--- config.mk ---
export PLATFORM = sky130hd
export DESIGN_NAME = hazard_controller
export DESIGN_NICKNAME = d
export VERILOG_FILES = /design/src/rtl/hazard_controller.sv
export SDC_FILE = /design/constraint.sdc
export NUM_CORES = 1
export LEC_CHECK = 0
export CORE_AREA = 2 2 39 41
export DETAILED_ROUTE_END_ITERATION = 6
export DIE_AREA = 0 0 41 43
export HOLD_SLACK_MARGIN = 0.03
export PLACE_DENSITY = 0.78
export SYNTH_ARGS = -nofsm -noshare
export SYNTH_HDL_FRONTEND = slang
export SYNTH_SLANG_ARGS = --single-unit
--- constraint.sdc ---
create_clock -name clk -period 2.1 [get_ports clk]
set_clock_uncertainty 0.05 [all_clocks]
set_input_delay 0.21 -clock clk [delete_from_list [all_inputs] [get_ports clk]]
set_output_delay 0.21 -clock clk [all_outputs]
set_load 0.01 [all_outputs]
--- src/rtl/hazard_controller.sv ---
// Hazard controller: forwarding selects, load-use and branch stall/flush,
// plus a sequencer that holds E while a long multiply completes.
//
// Ports:
//   clk, reset (async, active-low)
//   Match_* / RegWrite* / MemtoRegE  : register-match and writeback flags
//   PCSrc{D,E,M,W}, BranchTakenE     : control-flow status per stage
//   MulLongE                          : long multiply sitting in E
//   ForwardAE/BE                      : 00 regfile, 01 ResultW, 10 ALUOutM
//   Stall{F,D,E}, Flush{D,E,M}        : pipeline register controls
//   MulBusy                           : multiply sequencer active
// Optional macro HAZARD_PERF_EN adds saturating performance counters
//   PerfStallCnt, PerfFlushCnt, PerfMulCnt (PERF_W bits each).

module hazard_controller #(
  parameter int MUL_CYCLES = 3,
  parameter int CNT_W      = 4,
  parameter int PERF_W     = 16
) (
  input  logic              clk,
  input  logic              reset,
  input  logic              Match_1E_M,
  input  logic              Match_1E_W,
  input  logic              Match_2E_M,
  input  logic              Match_2E_W,
  input  logic              Match_12D_E,
  input  logic              RegWriteE,
  input  logic              RegWriteM,
  input  logic              RegWriteW,
  input  logic              MemtoRegE,
  input  logic              PCSrcD,
  input  logic              PCSrcE,
  input  logic              PCSrcM,
  input  logic              PCSrcW,
  input  logic              BranchTakenE,
  input  logic              MulLongE,
`ifdef HAZARD_PERF_EN
  output logic [PERF_W-1:0] PerfStallCnt,
  output logic [PERF_W-1:0] PerfFlushCnt,
  output logic [PERF_W-1:0] PerfMulCnt,
`endif
  output logic [1:0]        ForwardAE,
  output logic [1:0]        ForwardBE,
  output logic              StallF,
  output logic              StallD,
  output logic              StallE,
  output logic              FlushD,
  output logic              FlushE,
  output logic              FlushM,
  output logic              MulBusy
);

  localparam logic [0:0] RUN = 1'b0;
  localparam logic [0:0] MUL = 1'b1;

  localparam logic [CNT_W-1:0] CNT_INIT =
    CNT_W'(MUL_CYCLES - 1);

  localparam logic [1:0] FWD_RF  = 2'b00;
  localparam logic [1:0] FWD_W   = 2'b01;
  localparam logic [1:0] FWD_M   = 2'b10;

  logic [0:0]       state_q, state_d;
  logic [CNT_W-1:0] cnt_q, cnt_d;

  logic ld_stall;
  logic pc_wr_pend;
  logic mul_start;
  logic in_mul;
  logic cnt_zero;

  // ---------------- forwarding ----------------
  // M is newer than W, so it wins when both match.
  always_comb begin
    ForwardAE = FWD_RF;
    if (Match_1E_M && RegWriteM)
      ForwardAE = FWD_M;
    else if (Match_1E_W && RegWriteW)
      ForwardAE = FWD_W;
  end

  always_comb begin
    ForwardBE = FWD_RF;
    if (Match_2E_M && RegWriteM)
      ForwardBE = FWD_M;
    else if (Match_2E_W && RegWriteW)
      ForwardBE = FWD_W;
  end

  // ---------------- hazard terms ----------------
  assign ld_stall   = Match_12D_E & MemtoRegE
                    & RegWriteE;
  assign pc_wr_pend = PCSrcD | PCSrcE | PCSrcM;

  assign in_mul   = (state_q == MUL);
  assign cnt_zero = (cnt_q == '0);

  // A taken branch kills the multiply in E, so
  // the sequencer must not start.
  assign mul_start = ~in_mul & MulLongE
                   & ~BranchTakenE;

  // ---------------- sequencer ----------------
  always_comb begin
    state_d = state_q;
    cnt_d   = cnt_q;
    unique case (1'b1)
      (state_q == RUN): begin
        if (mul_start) begin
          state_d = MUL;
          cnt_d   = CNT_INIT;
        end
      end
      (state_q == MUL): begin
        // MulLongE stays high from the held
        // instruction; only the counter matters.
        if (cnt_zero) begin
          state_d = RUN;
        end else begin
          cnt_d = cnt_q - 1'b1;
        end
      end
      default: begin
        state_d = RUN;
        cnt_d   = '0;
      end
    endcase
  end

  always_ff @(posedge clk or negedge reset) begin
    if (!reset) begin
      state_q <= RUN;
      cnt_q   <= '0;
    end else begin
      state_q <= state_d;
      cnt_q   <= cnt_d;
    end
  end

  // ---------------- stall / flush ----------------
  // In MUL the load-use and branch terms are
  // masked; they are seen again back in RUN.
  always_comb begin
    StallF  = 1'b0;
    StallD  = 1'b0;
    StallE  = 1'b0;
    FlushD  = 1'b0;
    FlushE  = 1'b0;
    FlushM  = 1'b0;
    MulBusy = 1'b0;
    unique case (1'b1)
      in_mul: begin
        StallF  = 1'b1;
        StallD  = 1'b1;
        StallE  = 1'b1;
        FlushM  = 1'b1;
        MulBusy = 1'b1;
      end
      !in_mul: begin
        StallF = ld_stall | pc_wr_pend;
        StallD = ld_stall;
        FlushD = pc_wr_pend | PCSrcW
               | BranchTakenE;
        FlushE = ld_stall | BranchTakenE;
      end
      default: begin
        StallF = 1'b0;
      end
    endcase
  end

`ifdef HAZARD_PERF_EN
  // ---------------- perf counters ----------------
  logic [PERF_W-1:0] stall_cnt_q, stall_cnt_d;
  logic [PERF_W-1:0] flush_cnt_q, flush_cnt_d;
  logic [PERF_W-1:0] mul_cnt_q,   mul_cnt_d;

  always_comb begin
    stall_cnt_d = stall_cnt_q;
    flush_cnt_d = flush_cnt_q;
    mul_cnt_d   = mul_cnt_q;
    if (StallF && !(&stall_cnt_q))
      stall_cnt_d = stall_cnt_q + 1'b1;
    if ((FlushD || FlushE) && !(&flush_cnt_q))
      flush_cnt_d = flush_cnt_q + 1'b1;
    if (mul_start && !(&mul_cnt_q))
      mul_cnt_d = mul_cnt_q + 1'b1;
  end

  always_ff @(posedge clk or negedge reset) begin
    if (!reset) begin
      stall_cnt_q <= '0;
      flush_cnt_q <= '0;
      mul_cnt_q   <= '0;
    end else begin
      stall_cnt_q <= stall_cnt_d;
      flush_cnt_q <= flush_cnt_d;
      mul_cnt_q   <= mul_cnt_d;
    end
  end

  assign PerfStallCnt = stall_cnt_q;
  assign PerfFlushCnt = flush_cnt_q;
  assign PerfMulCnt   = mul_cnt_q;
`endif

endmodule

==> impl_results.md, run 1 <==
* Outcome: completed
* Critical Path AT at 1.59 ns
* Clk_lat worst skew at 0.23 ns
* Place WS at 0.326 ns
* Setup TNS at 0 ns
* Multi-input gate area at 209 sq um
* Final worst setup slack at 0.247 ns
* Tot Pwr at 688 uW
* Final WL at 876 um
* #FFs+latches synth at 5
* Peak VDD IR at 552 uV
* Average size of a mapped cell at 8.76 sq um
* Peak per-stage delay on the critical path at 0.48 ns
* Total clock buffers created by CTS at 3
* First-pass detailed-route iteration total at 4
* Via-to-Cell Ratio at 4.52
* Initial antenna violation count at 0
* WHS at 0.137 ns
* RSZ-0062 raised after global routing: false
* Clock share of power at 15.3%
* DP Wirelength at 737 um
* Unique cell type count in the Yosys netlist at 20
* YS warnings at 0
* Min cycle time layout at 1.85 ns
* Layout fillers at 140
* Cell count after synthesis at 42
* Final Hold Fails at 0
* Vias in the first global route at 387
* IO Port Bufs at 27
* Layout cells sized above 1 at 11.3%
* Post-DRT Antenna Nets at 0
* Sequential area share after synthesis at 34.0%
* R2r startpoint: cnt_q[0]$_DFFE_PN0P_
* Gates resized, CTS repair at 0
* HP Class: input pin to async pin
* Hold buffers post-CTS at 0
* Grt ovf at 0
* H-Tree Depth at 1
* Post-Syn Area at 368 sq um
* CP startpoint kind: flip-flop
* GP Congestion at 0.713
* Root Buffer: clkbuf_4
* Total Routing Usage GR at 11.3%
* Sinks on Clock Net at 5
* Ordered list of cells on the worst path: a31o_2 -> nand2b_1 -> clkdlybuf4s50_1
* Effective utilization at floorplan at 26.6%
* Row count at 14
* CP max-delay cell: dfrtp_1
* CTS Buffer Depth at 2
* Max Transition Viols Final at 0
* Core Area at 1380 sq um
* N_diodes at 0
* # DRC at 0
* FMAX at 540 MHz
* Die Width at 41 um
* Finish-stage setup viols at 0
* Sequential cell area at 125 sq um
* Vias at 393
* Syn nets at 60
* WS Path Type: flip-flop to primary output
* Ports at 28
* Data required, critical path at 1.84 ns
* R2R setup slack at 0.65 ns
* Die Span Y at 43 um
* Initial DRC Count at 5
* Clk pin slew, worst setup/hold paths at 0.04 ns
* Pwr dens at 1030 nW/um^2
* Max-slew headroom at 78.3%
* Area Overhead vs Synth at 82.0%
* Crit path capture type: primary output
* Pleak at 0.282 nW
* Period utilization at 88.2%
* Reg2Reg Depth at 5
* RR Endpoint: cnt_q[1]$_DFFE_PN0P_
* Maximum capacitance violations at 0
* Largest net degree at the start of global routing at 12
* DIE AREA at 1760 sq um
* Setup Fix Bufs, Post-CTS at 0
* Sw Share at 35.3%
* Worst-path fanout max at 11
* WL/cell at 10.1 um
* Sequential share of power at 27.5%
* First-pass GRT wire length at 1360 um
* Slew @ Worst Pin at 0.326 ns
* Net Switching at 243 uW
* CTS tree: yes
* Logic pwr share at 57.2%
* Nets@finish at 90
* Internal Power at 446 uW
-- state kept, by name (all words and copies together), names as in the netlist --
register	flops
in_mul	1
cnt_q	4
-- cell type report --
type	instances	area share (%)
multi-input combinational	31	31.2
timing repair buffer	28	41.5
sequential	5	18.7
tap	16	2.99
clock buffer	4	3.93
inverter	3	1.68
-- cell families after synthesis --
logic type      Yosys count  share of synthesized area (%)
flops                     5                           34.0
mux                       3                           9.52
compound gates            9                           19.0
buf+inv                   6                           9.18
simple gates             18                           24.8
fa+ha+maj                 1                           3.40
-- synth_stat cells --
cell type | n | area [sq um]
nand4b_1 | 1 | 8.76
o21ai_0 | 2 | 10.0
dfrtp_1 | 5 | 125
nand2b_1 | 2 | 12.5
and3b_2 | 1 | 10.0
a31oi_1 | 1 | 6.26
mux2_4 | 1 | 15.0
nor3_1 | 2 | 10.0
nor2_1 | 4 | 15.0
inv_1 | 3 | 11.3
ha_1 | 1 | 12.5
buf_4 | 3 | 22.5
a21oi_1 | 2 | 10.0
and2_1 | 2 | 12.5
o21ai_1 | 1 | 5.00
mux2i_1 | 2 | 20.0
o221ai_1 | 1 | 8.76
nand2_1 | 6 | 22.5
o31ai_4 | 1 | 21.3
a31o_2 | 1 | 8.76
-- how the worst max path moves through the flow --
stage,endpoint,slack [ns],from
floorplan,cnt_q[1]$_DFFE_PN0P_,0.74,cnt_q[0]$_DFFE_PN0P_
global placement,StallF,0.36,RegWriteE
detailed placement,StallF,0.33,RegWriteE
global route,StallF,0.15,in_mul$_DFF_PN0_
finish,StallF,0.25,in_mul$_DFF_PN0_
CTS,StallF,0.23,in_mul$_DFF_PN0_
-- cell usage in the layout (no fill, tap or decap), types with 2 or more instances in the layout --
cell             count
nor2_1               4
clkbuf_4             3
a21oi_1              2
o21ai_0              2
nand2b_1             2
nand2_1              6
nor3_1               2
and2_1               2
inv_1                3
clkdlybuf4s50_1     27
mux2i_1              2
dfrtp_1              5
-- critical path, delay by kind of cell, from the launching register on --
| kind | cells | cell delay, ns |
|---|---|---|
| buffers and inverters | 1 | 0.47 |
| DFF | 1 | 0.48 |
| AOI/OAI and AO/OA | 1 | 0.27 |
| and+or+nand+nor | 1 | 0.13 |
-- layer usage --
metal / global-route usage [%] / share of wire, % / vias to the layer above
li1: - / - / 202
met1: 12.2 / 39 / 170
met2: 18.8 / 48 / 21
met3: 1.57 / 13 / 0
met4: 8.00 / 0 / 0
met5: 0 / 0 / -
-- power groups by stage --
stage / clock network (mW) / registers [mW] / logic (mW)
floorplan: 0 / 0.179 / 0.249
global placement: 0 / 0.190 / 0.389
detailed placement: 0 / 0.190 / 0.402
CTS: 0.112 / 0.190 / 0.403
global route: 0.121 / 0.198 / 0.439
finish: 0.106 / 0.189 / 0.393
-- metrics by stage --
step | util (%) | instance area [sq um] | std cells
after floorplan | - | 368 | 42
after global placement | 46.5 | 643 | 83
after detailed placement | 46.5 | 643 | 83
after CTS | 48.4 | 669 | 87
after global routing | 48.4 | 669 | 87
final | 48.4 | 669 | 87
(Power assumes the default switching activity.)
==> run 2: changes to the inputs <==
Settings changed: DONT_BUFFER_PORTS set to 1, PLACE_DENSITY 0.78 to 0.51.
==> run 2 against run 1 <==
  * Final cell count is 31% lower
  * Fmax rose by 9.2%
  * First-iteration DRC count stayed put
  * Combinational power is 48% lower
  * Routed wire length shrank 18%
  * Global-route usage shrank 2.0 points
  * Total power down 22%
  * Clock-buffer cell count unchanged
  * Worst setup slack better by 0.16 ns
  * Utilization decreased by 19 points
  * Highest routed layer unchanged
==> impl_results.md, run 2 (synthesis gave the netlist of run 1 again) <==
* Final Hold Fails at 0 (unchanged)
* Period utilization at 80.8% (-7.4 points)
* Crit path capture type: primary output
* Ports at 28 (unchanged)
* Most frequent cells in the layout: nand2_1 (6), dfrtp_1 (5), nor2_1 (4), inv_1 (3), clkbuf_4 (3)
* Max-slew headroom at 54.6% (-24 points)
* Largest net degree at the start of global routing at 16 (+4)
* Outcome: completed
* First-pass detailed-route iteration total at 3 (-1)
* GP Congestion at 0.610 (-14%)
* Worst-path fanout max at 15 (+4)
* DIE AREA at 1760 sq um (unchanged)
* Layout cells sized above 1 at 15.9% (+4.6 points)
* Net Switching at 228 uW (-5.9%)
* Min cycle time layout at 1.70 ns (-0.156 ns)
* Core Area at 1380 sq um (unchanged)
* Initial antenna violation count at 0 (unchanged)
* CP startpoint kind: flip-flop
* HP Class: input pin to async pin
* Commonest non-fill, non-tap cell in the layout: nand2_1
* Sinks on Clock Net at 5 (unchanged)
* Vias in the first global route at 274 (-29%)
* CTS tree: yes
* Effective utilization at floorplan at 26.6% (unchanged)
* Nets@finish at 63 (-30%)
* CTS Buffer Depth at 2 (unchanged)
* Finish-stage setup viols at 0 (unchanged)
* Setup TNS at 0 ns (unchanged)
* Pleak at 0.176 nW (-37%)
* WL/cell at 11.9 um (+18%)
* Final Cell Area at 402 sq um (-40%)
* Logic pwr share at 38.0% (-19 points)
* FMAX at 589 MHz (+9.2%)
* Area Overhead vs Synth at 9.18%
* Ordered list of cells on the worst path: a31o_2 -> nand2b_1
* DP Wirelength at 583 um (-21%)
* Peak VDD IR at 618 uV (+12%)
* Internal Power at 312 uW (-30%)
* Slew @ Worst Pin at 0.681 ns (+0.355 ns)
* First-pass GRT wire length at 1090 um (-20%)
* Via-to-Cell Ratio at 5.13 (+14%)
* Clock share of power at 20.8% (+5.5 points)
* Grt ovf at 0 (unchanged)
* N_diodes at 0 (unchanged)
* Peak per-stage delay on the critical path at 0.63 ns (+0.15 ns)
* Number of flip-flops under the largest register name at 4 (unchanged)
* # DRC at 0 (unchanged)
* Maximum capacitance violations at 0 (unchanged)
* Sw Share at 42.3% (+7.0 points)
* Placed Area at 365 sq um (-43%)
* Row count at 14 (unchanged)
* Root Buffer: clkbuf_4
* Final worst setup slack at 0.403 ns (+0.156 ns)
* Place WS at 0.639 ns (+0.312 ns)
* H-Tree Depth at 1 (unchanged)
* Final WL at 715 um (-18%)
* Clk pin slew, worst setup/hold paths at 0.05 ns (about the same)
* Layout fillers at 154 (+10%)
* CP max-delay cell: dfrtp_1
* Pwr dens at 1340 nW/um^2 (+31%)
* Vias at 308 (-22%)
* Max Transition Viols Final at 0 (unchanged)
* Critical Path AT at 1.44 ns (-0.15 ns)
* IO Port Bufs at 0 (-100%)
* WS Path Type: flip-flop to primary output
* Initial DRC Count at 5 (unchanged)
* Total Routing Usage GR at 9.36% (-2.0 points)
* Die Span Y at 43 um (unchanged)
* Sequential share of power at 41.2% (+14 points)
* Register with the most flip-flops: cnt_q
* Clk_lat worst skew at 0.24 ns (about the same)
* RSZ-0062 raised after global routing: false
* Total clock buffers created by CTS at 3 (unchanged)
* Fin util at 29.0% (-19 points)
* Post-DRT Antenna Nets at 0 (unchanged)
* Data required, critical path at 1.84 ns (about the same)
* Die Width at 41 um (unchanged)
==> run 2: cell types whose count changed in the layout (fill, tap and decap cells not counted), sizes merged <==
| cell | before | now |
|---|---|---|
| buf | 1 | 0 |
| clkdlybuf4s50 | 27 | 0 |
| dlygate4sd3 | 0 | 1 |
==> run 2: area by class of cell <==
cell class              instances  area [sq um]  share of cell area [%]
inverters                       3          11.3                    2.80
flip-flops and latches          5           125                    31.2
multi-input cells              31           209                    52.0
clock buffers                   4          26.3                    6.54
repair buffers                  1          10.0                    2.49
well taps                      16          20.0                    4.98
==> run 2: power by group through the flow <==
stage | Clock [mW] | Sequential (mW) | Combinational, mW
global placement | 0 | 0.223 | 0.205
global route | 0.126 | 0.237 | 0.237
finish | 0.112 | 0.223 | 0.205
floorplan | 0 | 0.179 | 0.249
CTS | 0.119 | 0.222 | 0.209
detailed placement | 0 | 0.224 | 0.206
==> run 2: worst max-delay path: cells and delay by family (launching register included) <==
family,cells,cell delay [ns]
AO/OA/AOI/OAI,1,0.37
flip-flops,1,0.63
AND/OR/NAND/NOR,1,0.19
==> run 2: final timing paths <==
check,startpoint,end,slack [ns],cells after the start
max reg2reg,in_mul$_DFF_PN0_,cnt_q[1]$_DFFE_PN0P_,0.64,2
max,in_mul$_DFF_PN0_,StallF,0.40,2
min in group clk,MulLongE,cnt_q[2]$_DFFE_PN0P_,0.24,3
min reg2reg,cnt_q[0]$_DFFE_PN0P_,cnt_q[0]$_DFFE_PN0P_,0.45,1
max in group asynchronous,reset,cnt_q[3]$_DFFE_PN0P_,1.57,1
min,reset,cnt_q[0]$_DFFE_PN0P_,0.22,1
==> run 2: through the flow <==
stage / hold WS [ns] / cells / power, mW
floorplan: -0.136 / 42 / 0.428
global placement: -0.135 / 55 / 0.428
detailed placement: -0.135 / 55 / 0.430
CTS: 0.221 / 60 / 0.549
global route: 0.233 / 60 / 0.600
finish: 0.220 / 60 / 0.540
==> run 2: per-layer routing <==
metal / vias to the layer above / part of all wire [%] / GRT usage [%]
met5: - / 0 / 0
met1: 132 / 43 / 11.0
li1: 152 / - / -
met4: 0 / 0 / 6.00
met2: 24 / 45 / 13.8
met3: 0 / 12 / 3.14
==> run 2: timing repair <==
action | 4_1_cts | 5_1_grt
resized for setup | 0 | 0
endpoints found under the hold margin | 5 | 0
hold buffers | 1 | 0
setup buffers | 0 | 0
setup endpoints to repair | 0 | 0
==> run 3: changes to the inputs <==
Clock period 2.1 ns to 1.6 ns, I/O delays scaled along.
==> run 3 against run 2 <==
  * Flip-flop and latch count unchanged
  * Largest cell class unchanged
  * Routed wire length grew 0.56%
  * Register-to-register slack got worse by 0.49 ns
  * Largest power group is now combinational logic
  * Design area is 1.9% higher
  * Die area is the same
==> impl_results.md, run 3 (synthesis gave the netlist of run 1 again) <==
* Max Transition Viols Final at 0 (unchanged)
* Nets@finish at 64 (+1.6%)
* R2r startpoint: cnt_q[0]$_DFFE_PN0P_
* Layout fillers at 151 (-1.9%)
* Die Width at 41 um (unchanged)
* Layout cells sized above 1 at 17.8% (+1.9 points)
* Min cycle time layout at 1.50 ns
* RR Endpoint: cnt_q[1]$_DFFE_PN0P_
* WHS at 0.168 ns (-0.0523 ns)
* Pleak at 0.181 nW (+2.7%)
* DIE AREA at 1760 sq um (unchanged)
* Max-slew headroom at 70.4% (+16 points)
* Slew @ Worst Pin at 0.445 ns (-0.236 ns)
* Maximum capacitance violations at 0 (unchanged)
* First-pass GRT wire length at 1220 um (+12%)
* Critical path depth at 2 (unchanged)
* Via-to-Cell Ratio at 5.05 (-1.6%)
* Critical Path AT at 1.29 ns (-0.15 ns)
* Sequential share of power at 36.3% (-4.9 points)
* Final WL at 719 um (+0.56%)
* Finish-stage setup viols at 0 (unchanged)
* Worst-path fanout max at 13 (-2)
* WL/cell at 11.8 um (-1.1%)
* Row count at 14 (unchanged)
* R2R setup slack at 0.15 ns (-0.49 ns)
* Core Area at 1380 sq um (unchanged)
* Clock share of power at 20.2% (-0.6 points)
* CTS Buffer Depth at 2 (unchanged)
* Final Cell Area at 409 sq um (+1.9%)
* DP Wirelength at 573 um (-1.8%)
* # DRC at 0 (unchanged)
* HP Class: input pin to async pin
* Number of flip-flops under the largest register name at 4 (unchanged)
* Net Switching at 299 uW (+31%)
* Final Hold Fails at 0 (unchanged)
* Gates resized, CTS repair at 0 (unchanged)
* Total clock buffers created by CTS at 3 (unchanged)
* Setup TNS at 0 ns (unchanged)
* Peak VDD IR at 602 uV (-2.7%)
* Pwr dens at 1770 nW/um^2 (+32%)
* Total Routing Usage GR at 10.3% (+0.95 points)
* Outcome: completed
* IO Port Bufs at 0 (unchanged)
* Root Buffer: clkbuf_4
* Peak per-stage delay on the critical path at 0.53 ns (-0.10 ns)
* H-Tree Depth at 1 (unchanged)
* CP Buf/Inv Count at 0 (unchanged)
* CTS tree: yes
* Reg2Reg Depth at 5 (+3)
* Die Span Y at 43 um (unchanged)
* Data required, critical path at 1.39 ns (-0.45 ns)
* Worst setup path end: StallF
* RSZ-0062 raised after global routing: false
* Register with the most flip-flops: cnt_q
* Clk pin slew, worst setup/hold paths at 0.05 ns (about the same)
* Internal Power at 425 uW (+36%)
* First-pass detailed-route iteration total at 1 (-2)
* Crit path capture type: primary output
* Sinks on Clock Net at 5 (unchanged)
* FMAX at 668 MHz
* Logic pwr share at 43.5% (+5.5 points)
* Ports at 28 (unchanged)
* Vias at 308 (unchanged)
* Initial DRC Count at 0 (-5)
* N_diodes at 0 (unchanged)
* Largest net degree at the start of global routing at 14 (-2)
* Tot Pwr at 724 uW (+34%)
* CP top delay family: flip-flops
* Clk_lat worst skew at 0.24 ns (about the same)
* Initial antenna violation count at 0 (unchanged)
* Placed Area at 373 sq um (+2.1%)
* Area Overhead vs Synth at 11.2%
* Period utilization at 93.6%
* Grt ovf at 0 (unchanged)
* Post-DRT Antenna Nets at 0 (unchanged)
* GP Congestion at 0.651 (+6.7%)
* Setup Fix Bufs, Post-CTS at 0 (unchanged)
* Effective utilization at floorplan at 26.6% (unchanged)
* CP Launch Point: in_mul$_DFF_PN0_
* Vias in the first global route at 306 (+12%)
* CP startpoint kind: flip-flop
* Most frequent cells in the layout: nand2_1 (6), dfrtp_1 (5), nor2_1 (4), inv_1 (3), clkbuf_4 (3)
* Sw Share at 41.3% (-0.97 points)
* Commonest non-fill, non-tap cell in the layout: nand2_1
* Ordered list of cells on the worst path: a31o_2 -> nand2b_1
* WS Path Type: flip-flop to primary output
* CP max-delay cell: dfrtp_1
run 3: changes by cell type in the layout (fill, tap and decap cells not counted):
cell,previous run,this run
buf_4,0,1
run 3: worst register-to-register path, cell delays in order, from the launching register on:
cell	delay, ns
dfrtp_1	0.40
inv_1	0.07
ha_1	0.16
inv_1	0.09
o31ai_4	0.25
mux2_4	0.32
run 3: per-layer routing:
metal | global-route usage [%] | vias to the layer above | wire length (um)
li1 | - | 149 | -
met1 | 13.4 | 134 | 302
met2 | 13.4 | 25 | 323
met3 | 3.14 | 0 | 93
met4 | 8.00 | 0 | 0
met5 | 0 | - | 0
run 3: power groups by stage:
| stage | Clock (mW) | Combinational (mW) | Sequential, mW |
|---|---|---|---|
| 2_1_floorplan | 0 | 0.327 | 0.235 |
| 3_3_place_gp | 0 | 0.312 | 0.266 |
| 3_5_place_dp | 0 | 0.314 | 0.265 |
| 4_1_cts | 0.154 | 0.320 | 0.263 |
| 5_1_grt | 0.163 | 0.364 | 0.279 |
| 6_report | 0.146 | 0.315 | 0.263 |
run 3: timing repair:
item / CTS / global route
endpoints found under the hold margin: 5 / 0
endpoints found under the setup margin: 0 / 0
hold buffers: 1 / 0
run 3: through the flow:
step / std cells / setup WS [ns] / utilization [%]
floorplan: 42 / 0.245 / -
global placement: 56 / 0.181 / 26.9
detailed placement: 56 / 0.156 / 26.9
CTS: 61 / 0.0926 / 29.6
global route: 61 / 0.0201 / 29.6
finish: 61 / 0.102 / 29.6
run 3: area by class of cell:
class	count	area [sq um]	share of cell area (%)
flip-flops and latches	5	125	30.6
inverters	3	11.3	2.75
repair buffers	2	17.5	4.28
multi-input cells	31	209	51.1
well taps	16	20.0	4.89
clock buffers	4	26.3	6.42
run 3: how the worst min path moves through the flow:
stage           from              endpoint  slack, ns  depth (start not counted)
6_report       reset      in_mul$_DFF_PN0_       0.17                          1
5_1_grt        reset      in_mul$_DFF_PN0_       0.17                          1
4_1_cts        reset  cnt_q[2]$_DFFE_PN0P_       0.17                          1
3_5_place_dp   reset  cnt_q[0]$_DFFE_PN0P_      -0.19                          0
3_3_place_gp   reset  cnt_q[0]$_DFFE_PN0P_      -0.19                          0
2_1_floorplan  reset  cnt_q[0]$_DFFE_PN0P_      -0.19                          0
